File: src/rtl/sram_arb_pkg.sv
// Shared constants for the SRAM bus arbiter: master indices, FSM encoding,
// default starvation limit and a one-hot to index helper.
package sram_arb_pkg;

  // Master indices into the req/gnt vectors
  localparam logic [1:0] MST_DBG = 2'd0;
  localparam logic [1:0] MST_LSU = 2'd1;
  localparam logic [1:0] MST_IFU = 2'd2;

  // Arbiter FSM encoding
  localparam logic [0:0] ARB_IDLE   = 1'b0;
  localparam logic [0:0] ARB_LOCKED = 1'b1;

  // Consecutive denied fetch cycles before instruction fetch is forced to win
  localparam int DEFAULT_STARVE_LIMIT = 4;

  // Converts a one-hot grant vector to a master index (0 when empty)
  function automatic logic [1:0] onehot_to_idx(input logic [2:0] oh);
    logic [1:0] idx;
    idx = MST_DBG;
    if (oh[MST_LSU]) idx = MST_LSU;
    if (oh[MST_IFU]) idx = MST_IFU;
    return idx;
  endfunction

endpackage

File: src/rtl/sram_arb_prio.sv
// Combinational priority picker. Produces a one-hot grant from the request
// vector, honouring the M1 bus lock and the fetch starvation override.
module sram_arb_prio
  import sram_arb_pkg::*;
(
  input  logic [2:0] req,
  input  logic       locked,
  input  logic       starve_hit,
  output logic [2:0] gnt
);

  // Lock beats starvation override, which beats the fixed M0 > M1 > M2 order
  always_comb begin
    gnt = 3'b000;
    if (locked) begin
      gnt[MST_LSU] = req[MST_LSU];
    end else if (starve_hit && req[MST_IFU]) begin
      gnt[MST_IFU] = 1'b1;
    end else if (req[MST_DBG]) begin
      gnt[MST_DBG] = 1'b1;
    end else if (req[MST_LSU]) begin
      gnt[MST_LSU] = 1'b1;
    end else if (req[MST_IFU]) begin
      gnt[MST_IFU] = 1'b1;
    end
  end

endmodule

File: src/rtl/sram_bus_arbiter.sv
// Three-master arbiter in front of a single-port SRAM. Grants one master per
// cycle, muxes its command to the RAM and routes read data back one cycle
// later to the master that issued the read. Supports an M1 bus lock for
// read-modify-write and a starvation guard for instruction fetch.
//
// Handshake: a master raises mX_req with its command fields and holds them
// until mX_gnt. mX_gnt is combinational in the same cycle; the command is
// transferred on the rising edge where req & gnt are both high. A granted
// read returns mX_rvalid for exactly one cycle, one cycle after the grant.
module sram_bus_arbiter
  import sram_arb_pkg::*;
#(
  parameter int ADDR_WIDTH   = 32,
  parameter int DATA_WIDTH   = 32,
  parameter int STARVE_LIMIT = DEFAULT_STARVE_LIMIT
) (
  input  logic                    clk,
  input  logic                    rst,
  input  logic                    m0_req,
  input  logic                    m0_we,
  input  logic [ADDR_WIDTH-1:0]   m0_addr,
  input  logic [DATA_WIDTH-1:0]   m0_wdata,
  input  logic [DATA_WIDTH/8-1:0] m0_wstrb,
  input  logic                    m1_req,
  input  logic                    m1_we,
  input  logic [ADDR_WIDTH-1:0]   m1_addr,
  input  logic [DATA_WIDTH-1:0]   m1_wdata,
  input  logic [DATA_WIDTH/8-1:0] m1_wstrb,
  input  logic                    m1_lock,
  input  logic                    m2_req,
  input  logic                    m2_we,
  input  logic [ADDR_WIDTH-1:0]   m2_addr,
  input  logic [DATA_WIDTH-1:0]   m2_wdata,
  input  logic [DATA_WIDTH/8-1:0] m2_wstrb,
  output logic                    m0_gnt,
  output logic                    m1_gnt,
  output logic                    m2_gnt,
  output logic                    m0_rvalid,
  output logic                    m1_rvalid,
  output logic                    m2_rvalid,
  output logic [DATA_WIDTH-1:0]   m0_rdata,
  output logic [DATA_WIDTH-1:0]   m1_rdata,
  output logic [DATA_WIDTH-1:0]   m2_rdata,
  output logic                    ram_cs,
  output logic                    ram_we,
  output logic [ADDR_WIDTH-1:0]   ram_addr,
  output logic [DATA_WIDTH-1:0]   ram_wdata,
  output logic [DATA_WIDTH/8-1:0] ram_wem,
  input  logic [DATA_WIDTH-1:0]   ram_rdata,
  output logic [0:0]              dbg_state,
  output logic [3:0]              dbg_starve_cnt
);

  localparam logic [3:0] LIMIT = 4'(STARVE_LIMIT);

  logic [0:0] state_q;
  logic [0:0] state_d;
  logic [3:0] starve_cnt_q;
  logic       starve_hit;
  logic [2:0] req;
  logic [2:0] gnt;
  logic [1:0] win_idx;
  logic       rd_grant;
  logic       rd_pend_q;
  logic [1:0] rd_owner_q;

  assign req        = {m2_req, m1_req, m0_req};
  assign starve_hit = (starve_cnt_q == LIMIT);

  sram_arb_prio u_prio (
    .req        (req),
    .locked     (state_q == ARB_LOCKED),
    .starve_hit (starve_hit),
    .gnt        (gnt)
  );

  assign m0_gnt  = gnt[MST_DBG];
  assign m1_gnt  = gnt[MST_LSU];
  assign m2_gnt  = gnt[MST_IFU];
  assign win_idx = onehot_to_idx(gnt);

  // RAM command mux: winner's fields, all zero when nothing is granted
  always_comb begin
    ram_cs    = |gnt;
    ram_we    = 1'b0;
    ram_addr  = '0;
    ram_wdata = '0;
    ram_wem   = '0;
    case (gnt)
      3'b001: begin
        ram_we    = m0_we;
        ram_addr  = m0_addr;
        ram_wdata = m0_wdata;
        ram_wem   = m0_wstrb;
      end
      3'b010: begin
        ram_we    = m1_we;
        ram_addr  = m1_addr;
        ram_wdata = m1_wdata;
        ram_wem   = m1_wstrb;
      end
      3'b100: begin
        ram_we    = m2_we;
        ram_addr  = m2_addr;
        ram_wdata = m2_wdata;
        ram_wem   = m2_wstrb;
      end
      default: ;
    endcase
  end

  // Lock FSM next state: enter on a locked M1 grant, leave once M1 drops lock
  always_comb begin
    state_d = state_q;
    if (state_q == ARB_IDLE) begin
      if (gnt[MST_LSU] && m1_lock) state_d = ARB_LOCKED;
    end else begin
      if ((gnt[MST_LSU] && !m1_lock) || (!m1_req && !m1_lock)) state_d = ARB_IDLE;
    end
  end

  // Lock FSM state register
  always_ff @(posedge clk or posedge rst) begin
    if (rst) state_q <= ARB_IDLE;
    else     state_q <= state_d;
  end

  // Fetch starvation counter: counts denied M2 cycles, saturates at the limit
  always_ff @(posedge clk or posedge rst) begin
    if (rst) begin
      starve_cnt_q <= 4'd0;
    end else if (!m2_req || m2_gnt) begin
      starve_cnt_q <= 4'd0;
    end else if (!starve_hit) begin
      starve_cnt_q <= starve_cnt_q + 4'd1;
    end
  end

  assign rd_grant = ram_cs && !ram_we;

  // Read-return tracking: remembers who issued the read granted this cycle
  always_ff @(posedge clk or posedge rst) begin
    if (rst) begin
      rd_pend_q  <= 1'b0;
      rd_owner_q <= MST_DBG;
    end else begin
      rd_pend_q <= rd_grant;
      if (rd_grant) rd_owner_q <= win_idx;
    end
  end

  assign m0_rvalid = rd_pend_q && (rd_owner_q == MST_DBG);
  assign m1_rvalid = rd_pend_q && (rd_owner_q == MST_LSU);
  assign m2_rvalid = rd_pend_q && (rd_owner_q == MST_IFU);
  assign m0_rdata  = ram_rdata;
  assign m1_rdata  = ram_rdata;
  assign m2_rdata  = ram_rdata;

  assign dbg_state      = state_q;
  assign dbg_starve_cnt = starve_cnt_q;

endmodule
File: config.mk
export PLATFORM = sky130hd
export DESIGN_NAME = sram_bus_arbiter
export DESIGN_NICKNAME = d
export VERILOG_FILES = /design/src/rtl/sram_arb_pkg.sv /design/src/rtl/sram_arb_prio.sv /design/src/rtl/sram_bus_arbiter.sv
export SDC_FILE = /design/constraint.sdc
export NUM_CORES = 1
export LEC_CHECK = 0
export ABC_AREA = 0
export BUFFER_PORTS_ARGS = -buffer_cell sky130_fd_sc_hd__buf_2
export CAP_MARGIN = 15
export CORE_AREA = 2 2 162 164
export DETAILED_ROUTE_END_ITERATION = 16
export DIE_AREA = 0 0 164 166
export PLACE_DENSITY = 0.33
export SETUP_SLACK_MARGIN = 0.1
export SKIP_LAST_GASP = 1
export SYNTH_ARGS = -nofsm -noshare
export SYNTH_HDL_FRONTEND = slang
export SYNTH_HIERARCHICAL = 1
export SYNTH_SLANG_ARGS = --single-unit
File: constraint.sdc
create_clock -name clk -period 3.5 [get_ports clk]
set_clock_uncertainty 0.05 [all_clocks]
set_input_delay 0.525 -clock clk [delete_from_list [all_inputs] [get_ports clk]]
set_output_delay 0.525 -clock clk [all_outputs]
set_load 0.005 [all_outputs]
* After elaboration in Yosys (flattened, before gate mapping) *
Cells that the tools add are included.

storage, ports and cells
  register bits = 8
  input port bits = 245
  output and inout bits = 177
  logic and storage cells = 49

cells by class
  $add $sub $neg = 1
  equality and inequality tests = 7
  mux-type cells = 21
  reduce and logical (&&, ||, !) cells = 16

operator list
  cell                   count
  $pmux W32 S3           2
  $mux W1                12
  $pmux W4 S3            1
  $logic_and A1 B1 Y1    8
  $mux W4                2
  $mux W2                3
  $add A4 B1 Y4 const B  1
  $eq A4 B3 Y1 const B   1
  $logic_not A1 Y1       4
  $eq A3 B1 Y1 const B   1
  $eq A3 B2 Y1 const B   1
  $eq A3 B3 Y1 const B   1
  $pmux W1 S3            1
  $reduce_or A3 Y1       1
  $eq A2 B1 Y1 const B   1
  $eq A2 B2 Y1 const B   1
  $logic_not A2 Y1       1
  $logic_or A1 B1 Y1     2
  $ne A2 B2 Y1 const B   1

* Depth between registers and ports, before layout *
  depth in word-level cells = 9
  mapped depth = 13
  gate-level depth less buffers = 9

* Modules after synthesis *
The synthesis kept the hierarchy.

modules (own cells, without submodules)
  module            instances  cells each  area each (µm²)  sequential area each (µm²)
  sram_bus_arbiter  1          385         2468.6           200.2
  sram_arb_prio     1          6           40.0             0.0

* Worst setup path after synthesis *
OpenSTA, ideal clock, no wires.

  path kind = register to output
  from = register starve_cnt_q[0], in the netlist dbg_starve_cnt[0]
  to = output ram_wdata[11]
  data arrival time = 2350 ps
  required time = 2925 ps
  path slack = 575 ps
  cell stages (with the launch flop) = 12
  buffers on the path = 3
  cells stage by stage = dfrtp_1 -> inv_1 -> ha_1 -> nand3b_1 -> inv_1 -> a211oi_1 -> nor2b_1 -> buf_2 -> buf_4 -> buf_4 -> a22oi_1 -> o21ai_1

between the ends
  word-level cells in the longest chain between the ends = 6
  elaborated cells on any way between the ends = 11
  those cells by class = eq/ne (4); mux (6); reduce/logical (1)

RTL lines
  element                                     RTL line                 RTL
  start, declared                             sram_bus_arbiter.sv:58   logic [3:0] starve_cnt_q;
  start signal, assigned                      sram_bus_arbiter.sv:135  starve_cnt_q <= starve_cnt_q + 4'd1;
  $eq A4 B3 Y1 *                              sram_bus_arbiter.sv:68   assign starve_hit = (starve_cnt_q == LIMIT);
  via starve_hit                              sram_bus_arbiter.sv:59   logic starve_hit;
  $logic_and A1 B1 Y1 *                       sram_arb_prio.sv:17      end else if (starve_hit && req[MST_IFU]) begin
  $mux W2 *                                   sram_arb_prio.sv:17
  $mux W1 *                                   sram_arb_prio.sv:15      if (locked) begin
  via m0_gnt                                  sram_bus_arbiter.sv:35   output logic m0_gnt,
  $eq A3 B3 Y1, or another cell as far along  sram_bus_arbiter.sv:89   case (gnt)
  $pmux W32 S3 *                              sram_bus_arbiter.sv:89
  end, declared                               sram_bus_arbiter.sv:47   output logic [DATA_WIDTH-1:0] ram_wdata,

The timed path passes the listed nets; every way through them passes the cells marked *.

* Final worst setup path *
  from = register starve_cnt_q[0], in the netlist dbg_starve_cnt[0]
  to = output ram_addr[27]

between the ends
  word-level cells in the longest chain between the ends = 6
  elaborated cells on any way between the ends = 11
  those cells by class = eq/ne (4); mux (6); reduce/logical (1)

RTL lines
  element                                     RTL line                RTL
  $eq A4 B3 Y1 *                              sram_bus_arbiter.sv:68
  via starve_hit                              sram_bus_arbiter.sv:59
  $logic_and A1 B1 Y1 *                       sram_arb_prio.sv:17
  $mux W2 or $mux W1 (tied branches)          sram_arb_prio.sv:17
  $mux W1                                     sram_arb_prio.sv:15
  $eq A3 B3 Y1, or another cell as far along  sram_bus_arbiter.sv:89
  $pmux W32 S3 *                              sram_bus_arbiter.sv:89
  end, declared                               sram_bus_arbiter.sv:46  output logic [ADDR_WIDTH-1:0] ram_addr,

Marks and branches as above.

==> impl_metrics.csv <==
group,metric,value,unit
setup_path,critical_path_required,2920,ps
timing,finalHoldViolations,0,
detailed_routing,detail-route-antenna-nets,0,
yosys,mapped_cells,391,
cts,cts-htree-levels,1,
cells_and_area,design.final.nets,816,
timing,maxSlewViolCount,0,
detailed_routing,post_drt_via_cell_ratio,3.74,
cells_and_area,area.sequential,200,um^2
cts,clk_path_buf_depth,2,
grt,grt_start_max_net_pins,74,
detailed_routing,first_iter_violations,149,
setup_path,worst_path_most_repeated_cell,"sky130_fd_sc_hd__inv_1",
yosys,synth_area_per_cell,6.42,um^2
grt,first_global_vias,3298,
yosys,synthArstFlopShare,100,%
detailed_routing,route.top_layer_used,"met5",
timing,rsz0062_at_grt,"no",
cts,clk_latency,230,ps
cells_and_area,multi_input_area,1430,um^2
yosys,synth_seq_area_share,7.98,%
setup_path,worst_path_max_stage_delay,420,ps
cts,clock_tree_from_tritoncts,"done",
cells_and_area,postLayoutCoreUtil,14.6,%
pwr,peakVddDrop,0.000132,V
floorplanning,die_w,164,um
setup_path,startpoint_type_of_the_worst_setup_path,"flop",
run_status,status,"complete, no violations",
setup_path,critical-path-slowest-cell,"sky130_fd_sc_hd__dfrtp_1",
floorplanning,placeableCoreArea,25600,um^2
timing,finalCriticalPeriod,3150,ps
yosys,number_of_enable_flip_flop_cells_after_synthesis,0,
timing,worst_pin_slew,369,ps
cells_and_area,instances_no_fill,902,
floorplanning,die_height,166,um
timing,timing.hold.ws,201,ps
placed_design,place.gp.congestion,0.716,
floorplanning,dieArea,27200,um^2
placed_design,buffer_ports.inserted,293,
cts,cts_hold_buf,0,
setup_path,critical_path.max_fanout,33,
setup_path,timing.critical_path.arrival,2570,ps
setup_path,critical_path.endpoint_type,"primary output",
detailed_routing,route.vias.total,3370,
cts,clock_tree.root_cell,"sky130_fd_sc_hd__clkbuf_16",
setup_path,path_cells,"inv_1 -> ha_1 -> nand3b_1 -> inv_1 -> a21oi_1 -> o21a_4 -> nor2b_4 -> buf_8 -> a22oi_1 -> o21ai_1 -> buf_2",
cts,cts_inserted_buffers,3,
flow_run,drv_cap,0,
cells_and_area,layout-area-overhead-vs-synth,49.1,%
detailed_routing,wire_per_inst,13.6,um
detailed_routing,wl_met3,1.34,mm
yosys,ys_ff_latch,8,
yosys,synth_nets,638,
cells_and_area,final.fill_count,2998,
yosys,synth_cell_type_count,29,
pwr,power_density,251,nW/um^2
detailed_routing,routed-wl-met2,6.20,mm
detailed_routing,routed_wirelength,12.2,mm
placed_design,place.detailed.hpwl,9.66,mm
pwr,power_leakage,1.87,nW
timing,max_freq,0.318,GHz
cells_and_area,antennaDiodeCount,0,
hold_path,hold_class,"in -> async",
grt,grt_overflow,0,
yosys,ys.warnings.count,6,
floorplanning,design.portCount,422,
timing,setup-tns-final,0,ps
yosys,syn_area,2510,um^2
yosys,yosys_most_used_dff,"sky130_fd_sc_hd__dfrtp_1",
grt,grt.total_usage,8.16,%
cts,postCtsSetupRepairBufs,0,
detailed_routing,first_pass_iteration_count_of_the_detailed_router,4,
setup_path,timing_worst_setup_path_type,"reg -> out",
grt,global_route_wire_length_before_repair,17.7,mm
timing,max_slew_margin,75.4,%
floorplanning,initial_utilization,9.79,%
floorplanning,fp-row-count,59,
cts,cts_sinks,8,
timing,layout_worst_path_cycle_share,89.9,%
cells_and_area,drive_above_1_share,54.7,%
cts,clk_pin_slew,40,ps
placed_design,placed_cells,899,
detailed_routing,drc,0,
grt,initial_antenna_violation_count,1,
timing,setup_viol,0,
detailed_routing,m1WireLength,4.44,mm
-- sequential cells by signal, indices dropped and copies added, names as in the netlist --
| register | count |
|---|---|
| rd_pend_q | 1 |
| dbg_starve_cnt | 4 |
| rd_owner_q | 2 |
| dbg_state | 1 |
-- final cells by class --
type | instances | area share, %
tap | 335 | 11.2
multi-input combinational | 248 | 38.2
timing repair buffer | 301 | 42.6
sequential | 8 | 5.35
inverter | 7 | 0.703
clock buffer | 3 | 2.01
-- what timing repair did --
item / in CTS / in global routing
pin swaps: 0 / 0
gates resized for setup: 1 / 5
endpoints found under the setup margin: 61 / 62
hold endpoints to repair: 0 / 0
-- where the power goes --
part           leakage [nW]  switching, mW  internal (mW)  total, mW
combinational          1.73          0.305          0.306      0.611
sequential            0.102         0.0232          0.112      0.135
clock                0.0370         0.0438          0.147      0.191
total                  1.87          0.372          0.566      0.937
-- layout by cell type, fill, tap and decap left out, drive strengths merged, types with 2 or more instances in the layout --
cell type / synthesis / final
buf: 117 / 301
a21oi: 4 / 4
inv: 7 / 7
a22oi: 68 / 68
nor3b: 2 / 2
o21ai: 70 / 70
nand3: 3 / 3
nand2: 72 / 72
xnor2: 2 / 2
nor2: 6 / 6
and3b: 2 / 2
dfrtp: 8 / 8
clkbuf: 11 / 3
nor2b: 4 / 4
nand2b: 2 / 2
mux2i: 2 / 2
ha: 2 / 2
-- Yosys cell counts, types with 2 or more instances --
library cell	instances	area, um^2
sky130_fd_sc_hd__nor2b_1	4	25.0
sky130_fd_sc_hd__inv_1	6	22.5
sky130_fd_sc_hd__nand2_1	72	270
sky130_fd_sc_hd__mux2i_1	2	20.0
sky130_fd_sc_hd__buf_2	14	70.1
sky130_fd_sc_hd__buf_4	103	773
sky130_fd_sc_hd__a22oi_1	68	510
sky130_fd_sc_hd__dfrtp_1	8	200
sky130_fd_sc_hd__a21oi_1	4	20.0
sky130_fd_sc_hd__o21ai_1	70	350
sky130_fd_sc_hd__and3b_1	2	17.5
sky130_fd_sc_hd__xnor2_1	2	17.5
sky130_fd_sc_hd__ha_1	2	25.0
sky130_fd_sc_hd__nand3_1	3	15.0
sky130_fd_sc_hd__nor2_1	6	22.5
sky130_fd_sc_hd__clkbuf_1	11	41.3
sky130_fd_sc_hd__nand2b_1	2	12.5
-- final timing paths --
| check | from | to | slack, ps | cells after the start |
|---|---|---|---|---|
| worst max register to register | dbg_starve_cnt[0]$_DFFE_PP0P_ | dbg_starve_cnt[0]$_DFFE_PP0P_ | 1360 | 10 |
| max in group asynchronous | rst | dbg_state$_DFF_PP0_ | 2950 | 2 |
| min in group clk | m1_lock | dbg_state$_DFF_PP0_ | 470 | 2 |
| worst min-delay path | rst | dbg_starve_cnt[3]$_DFFE_PP0P_ | 200 | 2 |
| worst min register to register | rd_owner_q[1]$_DFFE_PP0P_ | rd_owner_q[1]$_DFFE_PP0P_ | 500 | 1 |
| worst max-delay path | dbg_starve_cnt[0]$_DFFE_PP0P_ | ram_addr[27] | 350 | 11 |
-- metrics by stage --
step | worst slack, ps | cell area, um^2 | total power, mW
after floorplan | 575 | 2510 | 0.514
after global placement | 309 | 3640 | 0.756
after detailed placement | 222 | 3640 | 0.752
after CTS | 133 | 3720 | 0.950
after global routing | 144 | 3740 | 1.02
final | 352 | 3740 | 0.937
-- cell families (layout without fill, tap and decap cells) --
logic type	count (synthesis)	after routing	share of synthesized area [%]
AO/OA/AOI/OAI	150	150	37.7
buffers and inverters	135	311	36.3
AND/OR/NAND/NOR	92	92	15.6
flip-flops	8	8	7.98
adder cells (fa/ha/maj)	2	2	0.997
XOR/XNOR	2	2	0.698
multiplexers	2	2	0.798
-- metal layers --
metal  GRT usage (%)  up-vias
met5               0        -
met4            2.29        2
met3            2.82       32
met2            15.3      216
met1            8.47     1491
li1                -     1629
-- critical path, delay by kind of cell (launching register included) --
family                   cells  cell delay (ps)
flip-flops                   1              420
buffers and inverters        4              550
adder cells (fa/ha/maj)      1              210
AND/OR/NAND/NOR              2              380
AO/OA/AOI/OAI                4              740
Note: power is estimated with default switching activity, not from simulation.
